**src/rtl/rv_exec_pkg.sv**
```systemverilog
// rv_exec shared constants: opcodes, funct fields and ALU op encoding.
// Optional retired-instruction counter is enabled with RV_EXEC_PERF_EN.
package rv_exec_pkg;

  localparam logic [6:0] OP_REG  = 7'b0110011;
  localparam logic [6:0] OP_IMM  = 7'b0010011;

  localparam logic [2:0] F3_ADD  = 3'b000;
  localparam logic [2:0] F3_SLL  = 3'b001;
  localparam logic [2:0] F3_SLT  = 3'b010;
  localparam logic [2:0] F3_SLTU = 3'b011;
  localparam logic [2:0] F3_XOR  = 3'b100;
  localparam logic [2:0] F3_SR   = 3'b101;
  localparam logic [2:0] F3_OR   = 3'b110;
  localparam logic [2:0] F3_AND  = 3'b111;

  localparam logic [6:0] F7_BASE = 7'b0000000;
  localparam logic [6:0] F7_ALT  = 7'b0100000;

  typedef enum logic [3:0] {
    ALU_ADD,
    ALU_SUB,
    ALU_SLL,
    ALU_SLT,
    ALU_SLTU,
    ALU_XOR,
    ALU_SRL,
    ALU_SRA,
    ALU_OR,
    ALU_AND
  } alu_op_e;

endpackage

```
**src/rtl/rv_exec_alu.sv**
```systemverilog
// rv_exec ALU: purely combinational integer operations.
// Shift amount is 5 bits for XLEN=32 and 6 bits for XLEN=64.
module rv_exec_alu
  import rv_exec_pkg::*;
#(
  parameter int XLEN = 32
) (
  input  alu_op_e         op,
  input  logic [XLEN-1:0] a,
  input  logic [XLEN-1:0] b,
  output logic [XLEN-1:0] result
);

  localparam int SHW = (XLEN == 64) ? 6 : 5;

  logic [SHW-1:0] sh;

  assign sh = b[SHW-1:0];

  always_comb begin
    result = '0;
    unique case (op)
      ALU_ADD:  result = a + b;
      ALU_SUB:  result = a - b;
      ALU_SLL:  result = a << sh;
      ALU_SLT:  result = {{(XLEN-1){1'b0}}, ($signed(a) < $signed(b))};
      ALU_SLTU: result = {{(XLEN-1){1'b0}}, (a < b)};
      ALU_XOR:  result = a ^ b;
      ALU_SRL:  result = a >> sh;
      ALU_SRA:  result = $unsigned($signed(a) >>> sh);
      ALU_OR:   result = a | b;
      ALU_AND:  result = a & b;
      default:  result = '0;
    endcase
  end

endmodule

```
**src/rtl/rv_exec_pipe.sv**
```systemverilog
// rv_exec_pipe: two-stage R/I-type ALU pipe with register file.
// Define RV_EXEC_PERF_EN to add the retired_count output.
module rv_exec_pipe
  import rv_exec_pkg::*;
#(
  parameter int XLEN  = 32,
  parameter int NREGS = 32
) (
  input  logic            clk,
  input  logic            reset,
  input  logic            in_valid,
  output logic            in_ready,
  input  logic [31:0]     instruction,
  output logic            out_valid,
  input  logic            out_ready,
  output logic [4:0]      out_rd,
  output logic [XLEN-1:0] out_data,
  output logic            out_illegal
`ifdef RV_EXEC_PERF_EN
  ,
  output logic [31:0]     retired_count
`endif
);

  localparam int IW = $clog2(NREGS);

  logic            s1_valid;
  logic [31:0]     s1_instr;
  logic            s2_valid;
  logic [4:0]      s2_rd;
  logic [XLEN-1:0] s2_data;
  logic            s2_illegal;
  logic [XLEN-1:0] regs [NREGS];

  logic            advance;
  logic            accept;
  logic [6:0]      opc;
  logic [6:0]      f7;
  logic [2:0]      f3;
  logic [4:0]      rd;
  logic [4:0]      rs1;
  logic [4:0]      rs2;
  alu_op_e         op;
  logic            dec_ok;
  logic            use_imm;
  logic            idx_ok;
  logic            legal;
  logic [XLEN-1:0] imm;
  logic [XLEN-1:0] a;
  logic [XLEN-1:0] rs2_val;
  logic [XLEN-1:0] b;
  logic [XLEN-1:0] res;

  assign opc = s1_instr[6:0];
  assign rd  = s1_instr[11:7];
  assign f3  = s1_instr[14:12];
  assign rs1 = s1_instr[19:15];
  assign rs2 = s1_instr[24:20];
  assign f7  = s1_instr[31:25];
  assign imm = {{(XLEN-12){s1_instr[31]}}, s1_instr[31:20]};

  always_comb begin
    op      = ALU_ADD;
    dec_ok  = 1'b0;
    use_imm = 1'b0;
    unique case (1'b1)
      opc == OP_REG && f7 == F7_BASE: begin
        dec_ok = 1'b1;
        unique case (f3)
          F3_ADD:  op = ALU_ADD;
          F3_SLL:  op = ALU_SLL;
          F3_SLT:  op = ALU_SLT;
          F3_SLTU: op = ALU_SLTU;
          F3_XOR:  op = ALU_XOR;
          F3_SR:   op = ALU_SRL;
          F3_OR:   op = ALU_OR;
          F3_AND:  op = ALU_AND;
        endcase
      end
      opc == OP_REG && f7 == F7_ALT && f3 == F3_ADD: begin
        dec_ok = 1'b1;
        op     = ALU_SUB;
      end
      opc == OP_REG && f7 == F7_ALT && f3 == F3_SR: begin
        dec_ok = 1'b1;
        op     = ALU_SRA;
      end
      opc == OP_IMM && f3 == F3_ADD: begin
        dec_ok  = 1'b1;
        use_imm = 1'b1;
      end
      default: ;
    endcase
  end

  // rs2 field is immediate bits for ADDI, so it is only range-checked for R-type
  assign idx_ok = int'(rd) < NREGS && int'(rs1) < NREGS &&
                  (use_imm || int'(rs2) < NREGS);
  assign legal  = dec_ok && idx_ok;

  assign a       = (rs1 == 5'd0 || int'(rs1) >= NREGS) ? '0 : regs[rs1[IW-1:0]];
  assign rs2_val = (rs2 == 5'd0 || int'(rs2) >= NREGS) ? '0 : regs[rs2[IW-1:0]];
  assign b       = use_imm ? imm : rs2_val;

  rv_exec_alu #(.XLEN(XLEN)) u_alu (
    .op     (op),
    .a      (a),
    .b      (b),
    .result (res)
  );

  assign advance  = s1_valid && (!s2_valid || out_ready);
  assign in_ready = !reset && (!s1_valid || advance);
  assign accept   = in_valid && in_ready;

  // Writeback on the S1->S2 edge lets a dependent S1 entrant read the new value
  always_ff @(posedge clk) begin
    if (reset) begin
      s1_valid   <= 1'b0;
      s1_instr   <= '0;
      s2_valid   <= 1'b0;
      s2_rd      <= '0;
      s2_data    <= '0;
      s2_illegal <= 1'b0;
      for (int i = 0; i < NREGS; i++) regs[i] <= '0;
    end else begin
      if (accept) begin
        s1_valid <= 1'b1;
        s1_instr <= instruction;
      end else if (advance) begin
        s1_valid <= 1'b0;
      end
      if (advance) begin
        s2_valid   <= 1'b1;
        s2_rd      <= rd;
        s2_data    <= legal ? res : '0;
        s2_illegal <= !legal;
        if (legal && rd != 5'd0) regs[rd[IW-1:0]] <= res;
      end else if (out_ready) begin
        s2_valid <= 1'b0;
      end
    end
  end

  assign out_valid   = !reset && s2_valid;
  assign out_rd      = reset ? '0 : s2_rd;
  assign out_data    = reset ? '0 : s2_data;
  assign out_illegal = !reset && s2_illegal;

`ifdef RV_EXEC_PERF_EN
  always_ff @(posedge clk) begin
    if (reset) retired_count <= '0;
    else if (out_valid && out_ready) retired_count <= retired_count + 32'd1;
  end
`endif

endmodule

```
**config.mk**
```make
export PLATFORM = sky130hd
export DESIGN_NAME = rv_exec_pipe
export DESIGN_NICKNAME = d
export VERILOG_FILES = /design/src/rtl/rv_exec_pkg.sv /design/src/rtl/rv_exec_alu.sv /design/src/rtl/rv_exec_pipe.sv
export SDC_FILE = /design/constraint.sdc
export NUM_CORES = 2
export LEC_CHECK = 0
export CAP_MARGIN = 10
export CORE_MARGIN = 2
export CORE_UTILIZATION = 58
export DETAILED_ROUTE_END_ITERATION = 6
export PLACE_DENSITY_LB_ADDON = 0.15
export SYNTH_ARGS = -nofsm -noshare
export SYNTH_HDL_FRONTEND = slang
export SYNTH_SLANG_ARGS = --single-unit
```
**constraint.sdc**
```tcl
create_clock -name clk -period 20.6 [get_ports clk]
set_input_delay 4.12 -clock clk [delete_from_list [all_inputs] [get_ports clk]]
set_output_delay 4.12 -clock clk [all_outputs]
set_load 0.03 [all_outputs]
```
== After elaboration in Yosys (flattened, before gate mapping) ==
Memories as Yosys holds them, arrays and structs flattened. A register that Yosys moved wholly into a read port is not among the register bits.
Cells that the tools add are included.
Widths: inputs -> output; s select.
Storage, ports and cells
  bits in read-only memories: 32
  memories: 2
  memory bits (writable): 1024
  input bits: 36
  bits in registers: 72
  word-level logic and storage cells: 87
Memory list
  regs: words 32, bits a word 32, rd ports 2, clocked after Yosys merged registers in 2, wr ports 32, RTL line rv_exec_pipe.sv:33  | logic [XLEN-1:0] regs [NREGS];
  (name not given): words 8, bits a word 4, rd ports 1, clocked after Yosys merged registers in 1, wr ports 0, RTL line rv_exec_pipe.sv:69  | unique case (f3)
Cells by class
  eq/ne operators: 13
  multiplexer cells: 29
  reductions and logical operators: 27
  shift operators: 3
  order comparisons: 2
  $add $sub $neg: 2
  bitwise logic cells: 3
Operators by type and width (count)
  $pmux 32 s10: 1
  $mux 32: 6
  $lt 32x32->1: 2
  $add 32x32->32: 1
  $and 32x32->32: 1
  $or 32x32->32: 1
  $reduce_or 32->1: 1
  $shl 32x5->32: 1
  $shr 32x5->32: 1
  $sshr 32x5->32: 1
  $sub 32x32->32: 1
  $xor 32x32->32: 1
  $mux 5: 6
  $eq 4x3->1 const B: 4
  $eq 7x6->1 const B: 2
  $mux 1: 13
  $pmux 4 s3: 1
  $logic_and 1x1->1: 11
  $logic_not 5->1: 2
  $eq 4x2->1 const B: 2
  $eq 4x4->1 const B: 2
  $eq 7x5->1 const B: 1
  $logic_not 7->1: 1
  $mux 3: 2
  other kinds (9): 14

== Longest topological paths before layout ==
  depth in word-level cells: 12
  depth in mapped cells: 27
  depth with buffers taken out: 18

== Cells and area by module ==
A second synthesis with hierarchy kept.
Second synthesis, totals
  cells, all modules: 5434
  area, all modules: 66171.0 sq um
Modules (own cells, without submodules)
  rv_exec_pipe: area each 57974.4 sq um, cells an instance 4203, instances 1, sequential area each 32471.1 sq um
  rv_exec_alu: area each 8196.6 sq um, cells an instance 1231, instances 1, sequential area each 0.0 sq um

== Worst setup path after synthesis ==
Ideal clock, no wire load.
  path kind: input to output
  from: input port reset
  to: output port out_data[10]
  cell stages on the path: 3
  data arrival time: 4.995 ns
  setup slack: 11.485 ns
  path through: clkbuf_1 -> clkbuf_1 -> nor2b_1
Between the ends
  longest elaborated chain between the ends: 1
RTL lines
  from (decl): RTL line rv_exec_pipe.sv:10  | input logic reset,
  $mux 32: RTL line rv_exec_pipe.sv:147  | assign out_data = reset ? '0 : s2_data;
  to (decl): RTL line rv_exec_pipe.sv:17  | output logic [XLEN-1:0] out_data,
Every way passes these cells.

== Worst setup path after layout ==
  from: input port reset
  to: output port out_data[11]
The elaborated chain is that of the path after synthesis.

==> flow_summary.json <==
{
  "tritoncts": "done",
  "share_of_the_yosys_chip_area_belonging_to_registers_pct": 50.0,
  "cts_setup_buffers": 0,
  "failed_checks": "DRC",
  "critical_path_class": "in2out",
  "core_area_mm2": 0.111,
  "clk_pin_slew_worst_setup_hold_paths_ps": 60,
  "clk-insertion-delay-late_ps": 740,
  "synth_cells": 5557,
  "hold_path_depth": 2,
  "reg2reg_to": "regs[10][0]",
  "period_needed_ps": 10110,
  "layout-drive-gt1-share_pct": 17.0,
  "die_h_um": 338,
  "die_w_um": 338,
  "ys.warnings.count": 0,
  "totalNegativeSetupSlack_ps": 0,
  "cellPowerDensity_mw_per_mm2": 98.8,
  "floorplan.initialDensity_pct": 58.5,
  "grt_max_degree": 111,
  "status": "finished, violations left",
  "hold_fails_final_rpt": 0,
  "area.growth.synth_to_final_pct": 9.73,
  "numPortBuffers": 75,
  "grt_resource_usage_total_pct": 46.0,
  "maxCapViolCount": 0,
  "finalPower_mw": 7.04,
  "fraction_of_the_cycle_the_final_worst_path_needs_pct": 49.1,
  "synth_ff_type": "edfxtp_1",
  "whs_ps": 467,
  "numCtsBuffers": 116,
  "fmax_mhz": 98.9,
  "worst-r2r-cell-count": 19,
  "route.antenna.remaining_nets": 0,
  "io_pins": 76,
  "path_max_fanout": 60,
  "startpoint_type": "primary input",
  "holdPathEnd": "s2_rd[0]",
  "avgRoutedWirePerCell_um": 37.9,
  "htree_levels": 3,
  "reg2reg_setup_slack_ps": 11320,
  "cp.required_ps": 16480,
  "slew_viol_final": 0,
  "synth_area_mm2": 0.0649,
  "final-setup-viol-count": 0,
  "cellLeakagePower_nw": 24.7,
  "via_per_inst": 7.36,
  "route.final.wire_length_um": 267000,
  "synthArstFlopShare_pct": 0,
  "clock-skew-final_ps": 45.8,
  "slew_headroom_pct": 9.78,
  "cts-hold-fix-buffers": 0,
  "place.detailed.hpwl_um": 178000,
  "post_cts_resize_count": 0,
  "grt_pass1_vias": 50100,
  "gp_congestion": 1.03,
  "detail_route.drc_violations": 16,
  "beginning_of_the_worst_hold_path": "s2_rd[0]",
  "grt_pass1_wl_um": 372000,
  "grt_setup_unrepaired": "false",
  "die_area_mm2": 0.115,
  "drt-pass1-iter-count": 7,
  "core.rowCount": 122,
  "end_kind": "output port",
  "worstPathArrival_ps": 5990,
  "synth.distinct_cells": 96,
  "clock-root-buffer": "clkbuf_16",
  "detailedRoute.firstIterationViolations": 9292,
  "clock_path_buffers": 3,
  "worst_pin_slew_ps": 1320,
  "cts.sink_count": 1110,
  "min_path_type": "reg2reg",
  "nFillCells": 8523,
  "aggregate_global_routing_overflow": 0,
  "syn_area_per_cell_um2": 11.7,
  "detailroute.via_count": 52000,
  "final-seq-area_mm2": 0.0325,
  "design.final.nets": 5607,
  "multiInputGateArea_mm2": 0.0303,
  "synth-seq-cells": 1110,
  "synth_enable_flop_cells": 1024,
  "antenna_found_initial": 16,
  "peakVddDrop_mv": 0.0755
}
## worst max path at each step
| stage | from | end | cells past startpoint |
|---|---|---|---|
| 2_1_floorplan | reset | out_data[10] | 3 |
| 3_3_place_gp | reset | out_data[27] | 4 |
| 3_5_place_dp | reset | out_data[25] | 4 |
| 4_1_cts | reset | out_data[25] | 4 |
| 5_1_grt | reset | out_data[25] | 4 |
| 6_report | reset | out_data[11] | 4 |
## metrics by stage
stage / setup WS [ps] / cell area, µm² / util, % / cells
final: 10490 / 71200 / 64.2 / 7060
after global placement: 10510 / 67300 / 60.7 / 6833
after CTS: 10470 / 71100 / 64.2 / 7050
after detailed placement: 10470 / 67300 / 60.8 / 6835
after global routing: 10440 / 71200 / 64.2 / 7054
after floorplan: 11490 / 65000 / - / 5588
## cell usage after synthesis (9+ instances only)
cell | instances | area share [%]
a211oi_1 | 21 | 0.24
a211oi_2 | 9 | 0.17
a21o_1 | 18 | 0.21
a21oi_1 | 147 | 1.1
a221o_1 | 12 | 0.19
a221oi_1 | 26 | 0.35
a22o_1 | 26 | 0.35
a22oi_1 | 186 | 2.2
a31oi_1 | 50 | 0.48
a32oi_1 | 21 | 0.28
and2_1 | 35 | 0.34
and3_1 | 18 | 0.17
buf_1 | 37 | 0.21
buf_2 | 171 | 1.3
buf_4 | 24 | 0.28
clkbuf_1 | 281 | 1.6
dfxtp_1 | 86 | 2.7
edfxtp_1 | 1024 | 47
ha_1 | 100 | 1.9
inv_1 | 97 | 0.56
mux2_2 | 17 | 0.30
mux2i_1 | 398 | 6.1
mux4_2 | 402 | 14
nand2_1 | 347 | 2.0
nand2b_1 | 50 | 0.48
nand3_1 | 142 | 1.1
nand3b_1 | 38 | 0.44
nand4_1 | 25 | 0.24
nor2_1 | 1158 | 6.7
nor2b_1 | 64 | 0.62
nor3_1 | 45 | 0.35
nor3b_1 | 9 | 0.10
nor4_1 | 12 | 0.12
o211ai_1 | 28 | 0.32
o21a_1 | 13 | 0.15
o21ai_0 | 129 | 1.0
o21bai_1 | 14 | 0.16
o221ai_1 | 9 | 0.12
o22ai_1 | 27 | 0.26
o2bb2ai_1 | 14 | 0.19
o31ai_1 | 11 | 0.13
or3_1 | 11 | 0.11
xnor2_1 | 17 | 0.23
## registers in the layout, indices dropped and copies added (netlist names), named ones only
name        count
s1_valid        1
s2_valid        1
s2_data        32
s2_rd           5
s1_instr       32
regs         1024
s2_illegal      1
## placed cells by master, fill, tap and decap left out, types with 120 or more instances in the layout
cell	instances
mux4_2	402
nor2_1	1152
a22oi_1	186
clkbuf_16	120
a21oi_1	143
edfxtp_1	1024
mux2i_1	397
nand2_1	318
buf_4	203
o21ai_0	129
nand3_1	140
## area by class of cell
cell class | instances | share of cell area [%]
Inverter | 102 | 0.543
Antenna cell | 6 | 0.0211
Clock inverter | 65 | 0.882
Clock buffer | 150 | 4.42
Multi-Input combinational cell | 3854 | 42.5
Tap cell | 1488 | 2.61
Timing Repair Buffer | 285 | 3.35
Sequential cell | 1110 | 45.6
## worst max-delay path: stages
cell and delay, ps:
buf_6 340, buf_4 690, nor2b_1 160, clkdlybuf4s50_1 640
## routing by layer
metal / up-vias / GRT usage [%] / wire length [µm]
met1: 25600 / 56.8 / 88200
li1: 20700 / - / -
met2: 4575 / 70.0 / 120000
met5: - / 0 / 79
met4: 12 / 31.7 / 22000
met3: 1035 / 13.7 / 37400
## report_power, final
part / internal, mW / switching (mW) / leakage [nW]
Clock: 1.18 / 0.916 / 1.83
Sequential: 2.53 / 0.0609 / 11.3
Combinational: 0.637 / 1.71 / 11.6
## cell families (layout without fill, tap and decap cells)
group,after synthesis,after routing,share of synthesized area (%)
flops,1110,1110,50.0
compound gates,880,880,9.69
xor+xnor,23,23,0.310
simple gates,2000,2000,13.4
mux,817,817,20.4
other cells,1,38,0.00578
fa+ha+maj,102,102,1.99
buf+inv,624,602,4.17
(Power assumes the default switching activity.)
